[config.mk]
export PLATFORM = sky130hd
export DESIGN_NAME = sdram_wb_arbiter_flat
export DESIGN_NICKNAME = d
export VERILOG_FILES = /design/src/rtl/sdram_wb_arbiter_pkg.sv /design/src/rtl/sdram_wb_arbiter_if.sv /design/src/rtl/sdram_wb_arbiter_rr_arb2.sv /design/src/rtl/sdram_wb_arbiter.sv /design/src/flat_wrapper.sv
export SDC_FILE = /design/constraint.sdc
export NUM_CORES = 1
export LEC_CHECK = 0
export CAP_MARGIN = 20
export CORE_AREA = 4 4 124 126
export DETAILED_ROUTE_END_ITERATION = 16
export DIE_AREA = 0 0 128 130
export PLACE_DENSITY = 0.68
export SYNTH_ARGS = -nofsm -noshare
export SYNTH_HDL_FRONTEND = slang
export SYNTH_HIERARCHICAL = 1
export SYNTH_SLANG_ARGS = --single-unit
[constraint.sdc]
create_clock -name CLKOUT -period 5.15 [get_ports CLKOUT]
set_input_delay 1.03 -clock CLKOUT [delete_from_list [all_inputs] [get_ports CLKOUT]]
set_output_delay 1.03 -clock CLKOUT [all_outputs]
set_load 0.005 [all_outputs]
[src/rtl/sdram_wb_arbiter_pkg.sv]
// Shared types and constants for the SDRAM Wishbone arbiter.
package sdram_arb_pkg;

  typedef enum logic [1:0] {
    IDLE = 2'd0,
    GNT0 = 2'd1,
    GNT1 = 2'd2
  } arb_state_t;

  localparam int unsigned OUTST_W       = 4;
  localparam int unsigned TIMEOUT_DEF   = 255;
  localparam int unsigned OUTST_MAX_DEF = 15;

  // Master indices: USB loader and ConvNet engine
  localparam int unsigned M_USB = 0;
  localparam int unsigned M_CNN = 1;

endpackage

[src/rtl/sdram_wb_arbiter_if.sv]
// Bus bundle between the two Wishbone masters, the arbiter and the SDRAM slave.
// 'slave' is the arbiter's view; 'master' is the view of the masters plus SDRAM controller.
interface sdram_wb_arbiter_if;
  logic        m0_cyc_i, m0_stb_i, m0_we_i;
  logic [3:0]  m0_sel_i;
  logic [31:0] m0_addr_i, m0_data_i, m0_data_o;
  logic        m0_ack_o, m0_stall_o, m0_err_o;

  logic        m1_cyc_i, m1_stb_i, m1_we_i;
  logic [3:0]  m1_sel_i;
  logic [31:0] m1_addr_i, m1_data_i, m1_data_o;
  logic        m1_ack_o, m1_stall_o, m1_err_o;

  logic        s_cyc_o, s_stb_o, s_we_o;
  logic [3:0]  s_sel_o;
  logic [31:0] s_addr_o, s_data_o, s_data_i;
  logic        s_ack_i, s_stall_i;

  logic [1:0]  grant;

  modport master (
    output m0_cyc_i, m0_stb_i, m0_we_i, m0_sel_i, m0_addr_i, m0_data_i,
    output m1_cyc_i, m1_stb_i, m1_we_i, m1_sel_i, m1_addr_i, m1_data_i,
    output s_data_i, s_ack_i, s_stall_i,
    input  m0_data_o, m0_ack_o, m0_stall_o, m0_err_o,
    input  m1_data_o, m1_ack_o, m1_stall_o, m1_err_o,
    input  s_cyc_o, s_stb_o, s_we_o, s_sel_o, s_addr_o, s_data_o, grant
  );

  modport slave (
    input  m0_cyc_i, m0_stb_i, m0_we_i, m0_sel_i, m0_addr_i, m0_data_i,
    input  m1_cyc_i, m1_stb_i, m1_we_i, m1_sel_i, m1_addr_i, m1_data_i,
    input  s_data_i, s_ack_i, s_stall_i,
    output m0_data_o, m0_ack_o, m0_stall_o, m0_err_o,
    output m1_data_o, m1_ack_o, m1_stall_o, m1_err_o,
    output s_cyc_o, s_stb_o, s_we_o, s_sel_o, s_addr_o, s_data_o, grant
  );
endinterface

[src/rtl/sdram_wb_arbiter_rr_arb2.sv]
// Two-way round-robin chooser: one-hot grant, ties go to the master not served last.
module rr_arb2
  import sdram_arb_pkg::*;
(
  input  logic       i_clk,
  input  logic       i_rst,
  input  logic [1:0] i_req,
  input  logic       i_en,
  output logic [1:0] o_gnt
);

  logic r_last;

  always_comb begin
    o_gnt = '0;
    unique case (i_req)
      2'b01:   o_gnt = 2'b01;
      2'b10:   o_gnt = 2'b10;
      2'b11:   o_gnt = r_last ? 2'b01 : 2'b10;
      default: o_gnt = '0;
    endcase
  end

  always_ff @(posedge i_clk) begin
    if (i_rst)
      r_last <= 1'(M_CNN);
    else if (i_en && (o_gnt != '0))
      r_last <= o_gnt[M_CNN];
  end

endmodule

[src/rtl/sdram_wb_arbiter.sv]
// Two-master Wishbone arbiter in front of the SDRAM controller: per-cycle round-robin
// ownership, outstanding-request tracking and stuck-transfer abort.
module sdram_wb_arbiter
  import sdram_arb_pkg::*;
#(
  parameter int unsigned TIMEOUT   = TIMEOUT_DEF,
  parameter int unsigned OUTST_MAX = OUTST_MAX_DEF
) (
  input  logic CLKOUT,
  input  logic rst,
  sdram_wb_arbiter_if.slave bus
);

  localparam int unsigned TMR_W = $clog2(TIMEOUT + 1);

  arb_state_t         r_state;
  logic [OUTST_W-1:0] r_outst;
  logic [TMR_W-1:0]   r_timer;

  logic [1:0] w_gnt;
  logic       w_g0, w_g1, w_cyc, w_full, w_accept, w_ack_ok, w_timeout;

  rr_arb2 u_rr (
    .i_clk (CLKOUT),
    .i_rst (rst),
    .i_req ({bus.m1_cyc_i, bus.m0_cyc_i}),
    .i_en  (r_state == IDLE),
    .o_gnt (w_gnt)
  );

  always_comb begin
    w_g0      = (r_state == GNT0);
    w_g1      = (r_state == GNT1);
    w_full    = (r_outst == OUTST_W'(OUTST_MAX));
    w_timeout = (r_timer == TMR_W'(TIMEOUT));

    bus.s_cyc_o    = 1'b0;
    bus.s_stb_o    = 1'b0;
    bus.s_we_o     = 1'b0;
    bus.s_sel_o    = '0;
    bus.s_addr_o   = '0;
    bus.s_data_o   = '0;
    bus.m0_stall_o = 1'b1;
    bus.m1_stall_o = 1'b1;
    bus.m0_ack_o   = 1'b0;
    bus.m1_ack_o   = 1'b0;
    bus.m0_err_o   = 1'b0;
    bus.m1_err_o   = 1'b0;

    if (w_g0) begin
      bus.s_cyc_o    = bus.m0_cyc_i;
      bus.s_stb_o    = bus.m0_stb_i & ~w_full;
      bus.s_we_o     = bus.m0_we_i;
      bus.s_sel_o    = bus.m0_sel_i;
      bus.s_addr_o   = bus.m0_addr_i;
      bus.s_data_o   = bus.m0_data_i;
      bus.m0_stall_o = bus.s_stall_i | w_full;
      bus.m0_ack_o   = bus.s_ack_i & (r_outst != '0);
      bus.m0_err_o   = w_timeout;
    end else if (w_g1) begin
      bus.s_cyc_o    = bus.m1_cyc_i;
      bus.s_stb_o    = bus.m1_stb_i & ~w_full;
      bus.s_we_o     = bus.m1_we_i;
      bus.s_sel_o    = bus.m1_sel_i;
      bus.s_addr_o   = bus.m1_addr_i;
      bus.s_data_o   = bus.m1_data_i;
      bus.m1_stall_o = bus.s_stall_i | w_full;
      bus.m1_ack_o   = bus.s_ack_i & (r_outst != '0);
      bus.m1_err_o   = w_timeout;
    end

    w_cyc    = bus.s_cyc_o;
    w_accept = bus.s_stb_o & ~bus.s_stall_i;
    // Acks with nothing outstanding are strays and never reach the counter
    w_ack_ok = (w_g0 | w_g1) & bus.s_ack_i & (r_outst != '0);

    bus.grant     = {w_g1, w_g0};
    bus.m0_data_o = bus.s_data_i;
    bus.m1_data_o = bus.s_data_i;
  end

  always_ff @(posedge CLKOUT) begin
    if (rst) begin
      r_state <= IDLE;
      r_outst <= '0;
      r_timer <= '0;
    end else begin
      unique case (r_state)
        IDLE: begin
          r_outst <= '0;
          r_timer <= '0;
          if (w_gnt[M_USB])
            r_state <= GNT0;
          else if (w_gnt[M_CNN])
            r_state <= GNT1;
        end
        default: begin
          // Release or abort both drop whatever acks are still in flight
          if (!w_cyc || w_timeout) begin
            r_state <= IDLE;
            r_outst <= '0;
            r_timer <= '0;
          end else begin
            r_outst <= r_outst + OUTST_W'(w_accept) - OUTST_W'(w_ack_ok);
            if ((r_outst == '0) || bus.s_ack_i)
              r_timer <= '0;
            else
              r_timer <= r_timer + TMR_W'(1);
          end
        end
      endcase
    end
  end

endmodule

[src/flat_wrapper.sv]
// flat-port wrapper written by rule: the top's interface ports become plain ports
module sdram_wb_arbiter_flat import sdram_arb_pkg::*;
#(
  parameter int unsigned TIMEOUT   = TIMEOUT_DEF,
  parameter int unsigned OUTST_MAX = OUTST_MAX_DEF
)
  (CLKOUT, rst, bus_m0_cyc_i, bus_m0_stb_i, bus_m0_we_i, bus_m0_sel_i, bus_m0_addr_i, bus_m0_data_i, bus_m1_cyc_i, bus_m1_stb_i, bus_m1_we_i, bus_m1_sel_i, bus_m1_addr_i, bus_m1_data_i, bus_s_data_i, bus_s_ack_i, bus_s_stall_i, bus_m0_data_o, bus_m0_ack_o, bus_m0_stall_o, bus_m0_err_o, bus_m1_data_o, bus_m1_ack_o, bus_m1_stall_o, bus_m1_err_o, bus_s_cyc_o, bus_s_stb_o, bus_s_we_o, bus_s_sel_o, bus_s_addr_o, bus_s_data_o, bus_grant);
  sdram_wb_arbiter_if bus_i ();
  input  logic CLKOUT;
  input  logic rst;
  input wire logic [$bits(bus_i.m0_cyc_i)-1:0] bus_m0_cyc_i;
  input wire logic [$bits(bus_i.m0_stb_i)-1:0] bus_m0_stb_i;
  input wire logic [$bits(bus_i.m0_we_i)-1:0] bus_m0_we_i;
  input wire logic [$bits(bus_i.m0_sel_i)-1:0] bus_m0_sel_i;
  input wire logic [$bits(bus_i.m0_addr_i)-1:0] bus_m0_addr_i;
  input wire logic [$bits(bus_i.m0_data_i)-1:0] bus_m0_data_i;
  input wire logic [$bits(bus_i.m1_cyc_i)-1:0] bus_m1_cyc_i;
  input wire logic [$bits(bus_i.m1_stb_i)-1:0] bus_m1_stb_i;
  input wire logic [$bits(bus_i.m1_we_i)-1:0] bus_m1_we_i;
  input wire logic [$bits(bus_i.m1_sel_i)-1:0] bus_m1_sel_i;
  input wire logic [$bits(bus_i.m1_addr_i)-1:0] bus_m1_addr_i;
  input wire logic [$bits(bus_i.m1_data_i)-1:0] bus_m1_data_i;
  input wire logic [$bits(bus_i.s_data_i)-1:0] bus_s_data_i;
  input wire logic [$bits(bus_i.s_ack_i)-1:0] bus_s_ack_i;
  input wire logic [$bits(bus_i.s_stall_i)-1:0] bus_s_stall_i;
  output wire logic [$bits(bus_i.m0_data_o)-1:0] bus_m0_data_o;
  output wire logic [$bits(bus_i.m0_ack_o)-1:0] bus_m0_ack_o;
  output wire logic [$bits(bus_i.m0_stall_o)-1:0] bus_m0_stall_o;
  output wire logic [$bits(bus_i.m0_err_o)-1:0] bus_m0_err_o;
  output wire logic [$bits(bus_i.m1_data_o)-1:0] bus_m1_data_o;
  output wire logic [$bits(bus_i.m1_ack_o)-1:0] bus_m1_ack_o;
  output wire logic [$bits(bus_i.m1_stall_o)-1:0] bus_m1_stall_o;
  output wire logic [$bits(bus_i.m1_err_o)-1:0] bus_m1_err_o;
  output wire logic [$bits(bus_i.s_cyc_o)-1:0] bus_s_cyc_o;
  output wire logic [$bits(bus_i.s_stb_o)-1:0] bus_s_stb_o;
  output wire logic [$bits(bus_i.s_we_o)-1:0] bus_s_we_o;
  output wire logic [$bits(bus_i.s_sel_o)-1:0] bus_s_sel_o;
  output wire logic [$bits(bus_i.s_addr_o)-1:0] bus_s_addr_o;
  output wire logic [$bits(bus_i.s_data_o)-1:0] bus_s_data_o;
  output wire logic [$bits(bus_i.grant)-1:0] bus_grant;
  assign bus_i.m0_cyc_i = bus_m0_cyc_i;
  assign bus_i.m0_stb_i = bus_m0_stb_i;
  assign bus_i.m0_we_i = bus_m0_we_i;
  assign bus_i.m0_sel_i = bus_m0_sel_i;
  assign bus_i.m0_addr_i = bus_m0_addr_i;
  assign bus_i.m0_data_i = bus_m0_data_i;
  assign bus_i.m1_cyc_i = bus_m1_cyc_i;
  assign bus_i.m1_stb_i = bus_m1_stb_i;
  assign bus_i.m1_we_i = bus_m1_we_i;
  assign bus_i.m1_sel_i = bus_m1_sel_i;
  assign bus_i.m1_addr_i = bus_m1_addr_i;
  assign bus_i.m1_data_i = bus_m1_data_i;
  assign bus_i.s_data_i = bus_s_data_i;
  assign bus_i.s_ack_i = bus_s_ack_i;
  assign bus_i.s_stall_i = bus_s_stall_i;
  assign bus_m0_data_o = bus_i.m0_data_o;
  assign bus_m0_ack_o = bus_i.m0_ack_o;
  assign bus_m0_stall_o = bus_i.m0_stall_o;
  assign bus_m0_err_o = bus_i.m0_err_o;
  assign bus_m1_data_o = bus_i.m1_data_o;
  assign bus_m1_ack_o = bus_i.m1_ack_o;
  assign bus_m1_stall_o = bus_i.m1_stall_o;
  assign bus_m1_err_o = bus_i.m1_err_o;
  assign bus_s_cyc_o = bus_i.s_cyc_o;
  assign bus_s_stb_o = bus_i.s_stb_o;
  assign bus_s_we_o = bus_i.s_we_o;
  assign bus_s_sel_o = bus_i.s_sel_o;
  assign bus_s_addr_o = bus_i.s_addr_o;
  assign bus_s_data_o = bus_i.s_data_o;
  assign bus_grant = bus_i.grant;
  sdram_wb_arbiter #(.TIMEOUT(TIMEOUT), .OUTST_MAX(OUTST_MAX)) u_core (.CLKOUT(CLKOUT), .rst(rst), .bus(bus_i));
endmodule
==> summary by stage <==
Outcome
The run finished with clean final reports.

STA
After layout, the worst setup slack is ~1.5 ns. In this run the tightest slew margin relative to its limit is about a third. The setup-violating endpoint count in the final report is 0. The fmax is between 0.2 and 0.3 GHz. Subtracting the final worst setup slack from the clock period gives between 3 and 4 ns.

Between clock sinks in the finished design, the worst skew comes to between 0.002 and 0.0025 ns. Setup repair after global routing left no endpoint under its margin. Of the available clock period, the critical path in the final layout requires 71.09%.

The number of max-slew violations in the final report is 0. The setup TNS after final layout is 0 ns. The final-report hold violation count was 0. The slew at the pin closest to its max-slew limit is 0.9861 ns.

Synthesis
Of the synthesized area, sequential elements account for roughly an eighth. The combined area of all synthesized cells is between 2000 and 2500 sq um. For this run, the leading register cell type out of synthesis is sky130_fd_sc_hd__dfxtp_1. Averaged over all synthesized cells, the footprint is around 6 sq um. The most area-hungry cell type in the Yosys netlist is sky130_fd_sc_hd__nand2_1. The Yosys step of the flow raised 6 warnings. Synthesis produced 391 cells.

The number of enable flip-flop cells after synthesis is 0. The netlist uses 33 different library cells. The area share of the leading cell type in the synthesized netlist is 21.96%. For this run, asynchronously set or reset flops after synthesis account for 0%. When the netlist entered floorplanning its net count stood at between 500 and 600. Sorting the synthesized cells by how often they occur yields 138 x sky130_fd_sc_hd__nand2_1, 66 x sky130_fd_sc_hd__buf_4, 66 x sky130_fd_sc_hd__o21ai_0.

In the post-synthesis netlist, the cell with the most instances is sky130_fd_sc_hd__nand2_1. The synthesized flop and latch total is 15. After synthesis, the cell types taking the most area are sky130_fd_sc_hd__nand2_1 22%, sky130_fd_sc_hd__buf_4 21%, sky130_fd_sc_hd__o21ai_0 14%, sky130_fd_sc_hd__dfxtp_1 13%, sky130_fd_sc_hd__ha_1 5.3%.

Floorplan
In this run the vertical extent of the chip is between 100 and 150 microns. The number of core rows is 44. After floorplanning, the core was sized to cover between 10000 and 15000 sq um.

The die footprint is between 15000 and 20000 sq um. The number of ports placed on the die boundary is between 300 and 400. Once the floorplan was initialized, standard cells occupied between 10% and 20% of the core.

In this run the horizontal extent of the chip is between 100 and 150 microns.

GRT
The initial antenna violation count is 0. The via count of the first global-routing pass is 2442. The first global-routing pass estimated 13.36 mm of wire. Entering global routing, the biggest net connects 110 pins. The total overflow left after global routing is 0. The total track usage is 9.912%.

Worst setup path
The type of the worst setup path is flop to output port. The kind of start point of the critical path is a flop. The data arrival time of the critical path is approximately 2.6 ns. For the worst setup path, the data required time is 4.12 ns. The worst setup path is captured at an output port.

The maximum fanout encountered on the critical timing path is 31.

Drt
In the routed layout, each cell is associated on average with a via count of approximately 4.0. The number of nets with antenna violations after routing is 0. The total wirelength of the detailed-routed design is 9.848 mm. The via total after detailed routing is around 2900. The total iterations of the first detailed-routing run is 4. For this block, the initial DRC count from the detailed router was between 100 and 150. The average wire length per cell after detail routing is approximately 14 microns. For this run, design rule violations remaining after detail routing come to 0.

Final layout
The synthesis-to-finish area growth is 85.62%. The layout net count is ~730. The number of fillers in the final layout is between 1500 and 2000. Cells fill 30.59% of the core in the end.

The number of antenna diodes in the final layout is 0. The share of cells above drive strength 1 is 2.991%. The count of placed standard cells in the final layout, fillers left out is 719.

Clocking
Clock latency on the worst-skew pair, taken at its later pin, is about 0.24 ns. The number of instances resized during post-cts repair is 0. The clock-pin slew reported for the worst setup and hold paths after clock tree synthesis is ~0.05 ns. For this design, the sink count on the clock tree is 15. After clock tree synthesis, the setup repair step added 0 buffers. The tree is rooted in a sky130_fd_sc_hd__clkbuf_16. The number of buffers created by CTS is 3. The TritonCTS clock tree is yes. For this design, the CTS-stage hold fixing added 0 buffers. The clock passes through at most 2 buffers. The maximum level of the CTS H-tree is 1.

Pwr
The peak supply drop is around 0.14 mV. The total power density per cell area is 137.6 nW/um^2. In this run the static leakage power is around 1.6 nW.

Placement
The congestion estimate from routability-driven global placement came to 0.7473. The post-detailed-placement half-perimeter wirelength is slightly above 8 mm. The number of placed instances, taps included, is ~700. The count of input and output buffers is 224. Timing analysis after detailed placement gives a worst setup slack of 1.623 ns.

Job
The count of max-cap constraint violations is 0.

Hold path
The worst hold path belongs to the class flop to flop.
[through the flow]
stage / area, sq um / total power (W) / hold WS [ns]
after floorplan: 2359 / 0.0002635 / 0.4175
after global placement: 4298 / 0.0004558 / 0.4312
after detailed placement: 4298 / 0.0004560 / 0.4394
after CTS: 4378 / 0.0006089 / 0.4500
after global routing: 4378 / 0.0006430 / 0.4924
final: 4378 / 0.0006022 / 0.4534
[report_power, final]
part | internal [W] | switching [W]
combinational | 0.000212 | 0.000118
sequential | 0.000119 | 0.00000209
clock | 0.000104 | 0.0000471
[cells by family (layout without fill, tap and decap cells)]
logic type / after synthesis / count (layout) / synth area share [%]
DFF: 15 / 15 / 12.73
AOI/OAI and AO/OA: 84 / 84 / 20.26
buffers and inverters: 98 / 242 / 26.63
xor gates and xnor gates: 8 / 8 / 2.971
adders and majority gates: 11 / 11 / 6.154
and+or+nand+nor: 175 / 175 / 31.25
[placed cells by master, fill, tap and decap left out, types with 5 or more instances in the layout]
cell type	n
sky130_fd_sc_hd__and3_1	6
sky130_fd_sc_hd__ha_1	8
sky130_fd_sc_hd__clkdlybuf4s50_1	224
sky130_fd_sc_hd__inv_1	10
sky130_fd_sc_hd__xnor2_1	5
sky130_fd_sc_hd__nor2_1	12
sky130_fd_sc_hd__dfxtp_1	15
sky130_fd_sc_hd__o21ai_0	66
sky130_fd_sc_hd__nand3_1	5
sky130_fd_sc_hd__nand2_1	138
[flip-flops by register name, summed over array words and instances, names as in the netlist]
signal / cells
u_core/u_rr/r_last: 1
u_core/r_state: 2
u_core/r_outst: 4
u_core/r_timer: 8
[routing by layer]
metal,track usage [%],part of all wire (%),vias to the layer above
met1,11.82,38,1178
li1,-,-,1486
met2,15.43,45,179
met4,2.622,2.2,0
met3,5.567,15,21
met5,0,0,-
[cell type report]
| cell class | count | area (sq um) | share of cell area, % |
|---|---|---|---|
| repair buffers | 228 | 2285 | 52.19 |
| clock inverters | 1 | 5.005 | 0.1143 |
| clock buffers | 3 | 75.07 | 1.715 |
| multi-input cells | 278 | 1445 | 33.01 |
| well taps | 184 | 230.2 | 5.259 |
| flip-flops and latches | 15 | 300.3 | 6.859 |
| inverters | 10 | 37.54 | 0.8574 |
[final timing paths]
| kind | start | endpoint | slack (ns) | cells after the start |
|---|---|---|---|---|
| max | u_core/r_state[0]$_SDFFE_PP0P_ | bus_s_addr_o[9] | 1.49 | 7 |
| min | u_core/r_timer[0]$_SDFF_PP0_ | u_core/r_timer[0]$_SDFF_PP0_ | 0.45 | 1 |
| min reg2reg | u_core/r_timer[0]$_SDFF_PP0_ | u_core/r_timer[0]$_SDFF_PP0_ | 0.45 | 1 |
| max reg2reg | u_core/r_state[1]$_SDFFE_PP0P_ | u_core/r_outst[2]$_SDFF_PP0_ | 2.14 | 11 |
[worst max-delay path, stage by stage, from the launching register on]
cell and delay (ns):
sky130_fd_sc_hd__dfxtp_1 0.34, sky130_fd_sc_hd__inv_1 0.11, sky130_fd_sc_hd__ha_2 0.61, sky130_fd_sc_hd__buf_12 0.25, sky130_fd_sc_hd__buf_4 0.25, sky130_fd_sc_hd__nand2_1 0.07
sky130_fd_sc_hd__o21ai_0 0.20, sky130_fd_sc_hd__clkdlybuf4s50_1 0.54
(Power assumes the default switching activity.)
